## src/rtl/hs_fifo.sv

```systemverilog
// Single-clock valid/ready elastic buffer with first-word fall-through, occupancy
// reporting, an almost-full watermark and a synchronous flush.
module hs_fifo #(
  parameter int DATA_W   = 3,
  parameter int DEPTH    = 4,
  parameter int AF_LEVEL = 3,
  parameter int CNT_W    = $clog2(DEPTH + 1)
) (
  input  logic              sys_clk,
  input  logic              sys_rst,
  input  logic              flush,
  input  logic [DATA_W-1:0] s_data,
  input  logic              s_valid,
  output logic              s_ready,
  output logic [DATA_W-1:0] m_data,
  output logic              m_valid,
  input  logic              m_ready,
  output logic [CNT_W-1:0]  count,
  output logic              almost_full
);

  localparam int PTR_W = $clog2(DEPTH);
  localparam logic [PTR_W-1:0] PTR_ONE  = PTR_W'(1);
  localparam logic [CNT_W-1:0] CNT_ONE  = CNT_W'(1);
  localparam logic [CNT_W-1:0] CNT_ZERO = CNT_W'(0);
  localparam logic [CNT_W-1:0] CNT_FULL = CNT_W'(DEPTH);
  localparam logic [CNT_W-1:0] CNT_AF   = CNT_W'(AF_LEVEL);

  logic [DATA_W-1:0] mem_q [DEPTH];
  logic [PTR_W-1:0]  wr_ptr_q, wr_ptr_d;
  logic [PTR_W-1:0]  rd_ptr_q, rd_ptr_d;
  logic [CNT_W-1:0]  count_q, count_d;
  logic              s_ready_q, s_ready_d;
  logic              m_valid_q, m_valid_d;
  logic              af_q, af_d;
  logic              push_s, pop_s, wr_en_s;

  // Handshakes use only registered ready/valid, so there is no input-to-output path.
  always_comb begin
    push_s  = s_valid & s_ready_q;
    pop_s   = m_valid_q & m_ready;
    wr_en_s = push_s & ~flush;
  end

  // Next-state pointers and occupancy; flush overrides any transfer this cycle.
  always_comb begin
    wr_ptr_d = wr_ptr_q;
    rd_ptr_d = rd_ptr_q;
    count_d  = count_q;
    if (flush) begin
      wr_ptr_d = {PTR_W{1'b0}};
      rd_ptr_d = {PTR_W{1'b0}};
      count_d  = CNT_ZERO;
    end else begin
      if (push_s) begin
        wr_ptr_d = wr_ptr_q + PTR_ONE;
      end else begin
        wr_ptr_d = wr_ptr_q;
      end
      if (pop_s) begin
        rd_ptr_d = rd_ptr_q + PTR_ONE;
      end else begin
        rd_ptr_d = rd_ptr_q;
      end
      case ({push_s, pop_s})
        2'b10:   count_d = count_q + CNT_ONE;
        2'b01:   count_d = count_q - CNT_ONE;
        default: count_d = count_q;
      endcase
    end
  end

  // Status flags are computed from the next count so they register alongside it.
  always_comb begin
    s_ready_d = (count_d != CNT_FULL);
    m_valid_d = (count_d != CNT_ZERO);
    af_d      = (count_d >= CNT_AF);
  end

  // Control state with asynchronous reset to the empty condition.
  always_ff @(posedge sys_clk or posedge sys_rst) begin
    if (sys_rst) begin
      wr_ptr_q  <= {PTR_W{1'b0}};
      rd_ptr_q  <= {PTR_W{1'b0}};
      count_q   <= CNT_ZERO;
      s_ready_q <= 1'b1;
      m_valid_q <= 1'b0;
      af_q      <= 1'b0;
    end else begin
      wr_ptr_q  <= wr_ptr_d;
      rd_ptr_q  <= rd_ptr_d;
      count_q   <= count_d;
      s_ready_q <= s_ready_d;
      m_valid_q <= m_valid_d;
      af_q      <= af_d;
    end
  end

  // Payload storage is deliberately left unreset.
  always_ff @(posedge sys_clk) begin
    if (wr_en_s) begin
      mem_q[wr_ptr_q] <= s_data;
    end
  end

  assign s_ready     = s_ready_q;
  assign m_valid     = m_valid_q;
  assign count       = count_q;
  assign almost_full = af_q;
  assign m_data      = mem_q[rd_ptr_q];

endmodule

```

## config.mk

```make
export PLATFORM = sky130hd
export DESIGN_NAME = hs_fifo
export DESIGN_NICKNAME = d
export VERILOG_FILES = /design/src/rtl/hs_fifo.sv
export SDC_FILE = /design/constraint.sdc
export NUM_CORES = 1
export LEC_CHECK = 0
export CAP_MARGIN = 20
export CORE_MARGIN = 5
export CORE_UTILIZATION = 45
export CTS_CLUSTER_DIAMETER = 40
export DETAILED_ROUTE_END_ITERATION = 10
export GPL_ROUTABILITY_DRIVEN = 0
export MAX_ROUTING_LAYER = met4
export PLACE_DENSITY = 0.72
export SLEW_MARGIN = 30
export SYNTH_ARGS = -nofsm -noshare
export SYNTH_HDL_FRONTEND = slang
export SYNTH_SLANG_ARGS = --single-unit
```

## constraint.sdc

```tcl
create_clock -name sys_clk -period 1.85 [get_ports sys_clk]
set_input_delay 0.185 -clock sys_clk [delete_from_list [all_inputs] [get_ports sys_clk]]
set_output_delay 0.185 -clock sys_clk [all_outputs]
set_load 0.01 [all_outputs]
```

---- Word-level counts from Yosys, hierarchy flattened ----
Memory sizes are Yosys's and may differ from the RTL's.
Cells that the tools add are included.
storage, ports and cells
  bits in registers ....................... 10
  RAM bits ................................ 12
  input bits .............................. 8
  output and inout port bits .............. 9
  word-level logic and storage cells ...... 30
  memories kept ........................... 1
operators by class
  $add $sub $neg .......................... 4
  magnitude comparators ................... 1
  eq/ne operators ......................... 3
  muxes and demuxes ....................... 8
  bitwise gates (word level) .............. 4
  reductions and logical operators ........ 3
memory list
  memory  words  width  read ports  clocked after Yosys merged registers in  wr ports  line  source
  mem_q   4      3      1           0                                        1         29    logic [DATA_W-1:0] mem_q [DEPTH];
operators by type and width
  cell                 count
  $mux 2               4
  $pmux 3 s2           1
  $add 2x1->2 const B  2
  $reduce_bool 2->1    2
  $add 3x1->3 const B  1
  $and 1x1->1          3
  $ge 3x2->1 const B   1
  $mux 3               1
  $ne 3x3->1 const B   1
  $reduce_bool 3->1    1
  $sub 3x1->3 const B  1
  $eq 2x1->1 const B   1
  $eq 2x2->1 const B   1
  $mux 1               2
  $not 1->1            1

---- Longest topological paths before layout ----
  depth after elaboration ................. 5
  gate-level depth with buffers ........... 6

---- Worst setup path after synthesis ----
OpenSTA, ideal clock, no wires.
  path kind ............................... reg2reg
  start ................................... reg s_ready_q, in the netlist s_ready
  end ..................................... reg s_ready_q, in the netlist s_ready
  setup time .............................. 77 ps
  arrival time ............................ 2,013 ps
  required time ........................... 1,773 ps
  slack ................................... -240 ps
  cell stages (with the launch flop) ...... 7
  path buffers ............................ 0
  period minus slack after synthesis ...... 2,090 ps
  path through ............................ dfstp_2 > nand2_1 > ha_1 > fa_1 > xnor2_1 > or4_4 > a21bo_1
between the ends
  longest elaborated chain between the ends .. 5
RTL lines
  item                                      line  source
  start, declared                           33    logic s_ready_q, s_ready_d;
  start signal, assigned                    93    s_ready_q <= s_ready_d;
  $and 1x1->1 (*)                           40    push_s = s_valid & s_ready_q;
  $eq 2x1->1 or $eq 2x2->1 (tied branches)  65    case ({push_s, pop_s})
  $pmux 3 s2 (*)                            65
  $mux 3 (*)                                50    if (flush) begin
  $ne 3x3->1 (*)                            75    s_ready_d = (count_d != CNT_FULL);
  via s_ready_d                             33
Mark *: on every way through the listed nets, which the timed path passes. The rest lies on a longest branch.
A chain may end at the register's enable or synchronous reset.

---- Final worst setup path ----
Ends and elaborated chain as after synthesis.

==> results.py <==
metrics = {
    "outcome": {
        "status": "finished, violations left",
        "violations": "setup timing",
    },
    "global_routing": {
        "grt_max_degree": 14,
        "antenna_found_initial": 0,
        "grt_pass1_wl_um": 3170,
        "overflow": 0,
        "grt_pass1_vias": 701,
        "track_usage": 0.133,
    },
    "synthesis": {
        "syn_avg_cell_area_sq_um": 14.4,
        "synth_top_family_by_area": "simple AND/OR/NAND/NOR gates",
        "synthAdderAreaFrac": 0.0831,
        "synth_edf_count": 12,
        "synthFlopType": "edfxtp_1",
        "syn-cell-area_sq_um": 993,
        "synth_seq_cells": 22,
        "yosysSeqAreaShare": 0.616,
        "async_flop_share": 0.455,
        "synth_fp_nets": 83,
        "synth_xor_xnor_area_share": 0.0441,
        "syn_inst": 69,
        "synth-compound-area-share": 0.0202,
        "synth_mux_area_frac": 0.0781,
        "synth_warnings": 0,
        "ys_types": 23,
        "synthSimpleGateAreaFrac": 0.131,
    },
    "power_and_ir_drop": {
        "total_power_mw": 1.61,
        "ir_drop_mv": 0.866,
        "power.density_mw_per_mm2": 1200,
        "leakage_nw": 0.551,
    },
    "layout": {
        "drive_above_1_share": 0.263,
        "design_area_sq_mm": 0.00134,
        "synthToLayoutAreaGrowth_pct": 34.6,
        "final_cell_count_no_fill": 127,
        "final_util": 0.616,
        "diodes": 0,
        "final_net_count": 114,
    },
    "clock_tree": {
        "root_buffer": "clkbuf_4",
        "clock-sinks": 22,
        "h-tree-depth": 1,
        "numCtsBuffers": 3,
        "clk_path_buf_depth": 2,
        "tritoncts": "done",
        "insertion_delay_ns": 0.31,
        "cts.clk_slew.worst_paths_ns": 0.13,
    },
    "sta": {
        "setup_viol": 4,
        "fin_worst_skew_ns": 0.00700,
        "relSlewSlack": 0.724,
        "slew_viol_final": 0,
        "grt_setup_unrepaired": "yes",
        "period_share": 1.06,
        "hold_ws_ns": 0.133,
        "fin_ws_ns": -0.118,
        "worst_slew_pin_slew_ns": 0.413,
        "hold_viol": 0,
        "post-route-min-period_ns": 1.97,
        "max_freq_mhz": 508,
    },
    "floorplanning": {
        "fp-row-count": 17,
        "coreArea_sq_mm": 0.00217,
        "initial_core_util": 0.458,
        "die_y_um": 57.0,
        "die_w_um": 57.0,
        "pin_count": 17,
        "die_area_sq_mm": 0.00325,
    },
    "flow_run": {
        "cap_violations": 0,
    },
    "worst_setup_path": {
        "crit_start": "s_ready",
        "critical_path.endpoint_type": "register",
        "rr_endpoint": "s_ready",
        "criticalPathCategory": "reg -> reg",
        "worstPathRequired_ns": 2.11,
        "start_kind": "register",
        "crit_arrival_ns": 2.23,
        "worstRegToRegCells": 6,
        "cp_max_fo": 4,
        "r2r_setup_slack_ns": -0.12,
        "r2r_start": "s_ready",
    },
    "placement": {
        "port_buffers": 16,
        "dp_hpwl_um": 1310,
        "place_inst": 118,
        "dpl_cell_area_sq_mm": 0.00125,
    },
    "route": {
        "dr.first_iter.drc_count": 12,
        "drt-wirelength-per-cell_um": 14.0,
        "totalWireLength_um": 1780,
        "route.detailed.drc": 0,
        "dr_total_vias": 629,
        "via_per_inst": 4.95,
        "ant_nets": 0,
        "drt_first_pass_iters": 4,
    },
    "min_path": {
        "hp-class": "in -> async",
    },
}
cell families after synthesis:
logic type | after synthesis
simple gates | 24
fa+ha+maj | 6
buf+inv | 5
xor+xnor | 5
flops | 22
mux | 4
compound gates | 3
final cells by class:
class	count	area (sq um)
Timing Repair Buffer	28	246
Inverter	3	11.3
Sequential cell	22	613
Fill cell	181	832
Clock inverter	1	30.0
Tap cell	28	35.0
Multi-Input combinational cell	42	379
Clock buffer	3	22.5
how the worst max path moves through the flow:
stage | endpoint | slack, ns | cells past startpoint
global placement | s_ready | -0.25 | 7
finish | s_ready | -0.12 | 6
detailed placement | s_ready | -0.29 | 7
floorplan | s_ready | -0.09 | 6
CTS | s_ready | -0.11 | 6
global route | s_ready | -0.19 | 6
metrics by stage:
stage | worst slack, ns | TNS (ns)
after floorplan | -0.0915 | -0.120
after global placement | -0.249 | -0.862
after detailed placement | -0.290 | -0.974
after CTS | -0.110 | -0.217
after global routing | -0.187 | -0.517
final | -0.118 | -0.256
registers in the layout (all words and copies together) (netlist names):
name	flops
almost_full	1
m_valid	1
mem_q	12
s_ready	1
rd_ptr_q	2
count	3
wr_ptr_q	2
cell usage after synthesis (2+ instances only):
cell,number,area share
edfxtp_1,12,0.36
dfrtp_1,9,0.23
nor2_1,6,0.023
and2_1,5,0.031
ha_1,5,0.063
nand3_1,4,0.020
inv_1,3,0.011
mux4_2,3,0.068
nand2_1,3,0.011
xnor2_1,3,0.026
nor3b_1,2,0.015
or3_1,2,0.013
xor2_1,2,0.018
layer usage:
layer | up-vias | share of wire | global-route usage
li1 | 300 | - | -
met1 | 317 | 0.41 | 0.160
met2 | 8 | 0.54 | 0.220
met3 | 4 | 0.026 | 0.0271
met4 | 0 | 0.015 | 0.0497
met5 | - | 0 | -
power by group:
group	switching, mW	total, mW	leakage [nW]	internal, mW
clock	0.149	0.368	0.0279	0.219
combinational	0.238	0.585	0.285	0.347
sequential	0.0647	0.658	0.238	0.593
total	0.451	1.61	0.551	1.16
placed cells by master, fill, tap and decap left out, types with 4 or more instances in the layout:
cell	count
and2_1	5
buf_4	12
clkdlybuf4s50_1	13
dfrtp_1	8
edfxtp_1	12
ha_1	4
nand3_1	4
nor2_1	5
worst max-delay path: stages, from the launching register on:
cell	delay (ns)
dfstp_2	0.59
nand2_4	0.07
ha_4	0.16
fa_2	0.33
xnor2_1	0.13
or4_4	0.44
a21bo_1	0.18
timing repair:
action / 4_1_cts / 5_1_grt
hold buffers: 0 / 0
gates resized for setup: 4 / 1
setup endpoints to repair: 7 / 7
gates cloned: 0 / 0
pin swaps: 2 / 0
buffers inserted: 5 / 1
(Power assumes the default switching activity.)
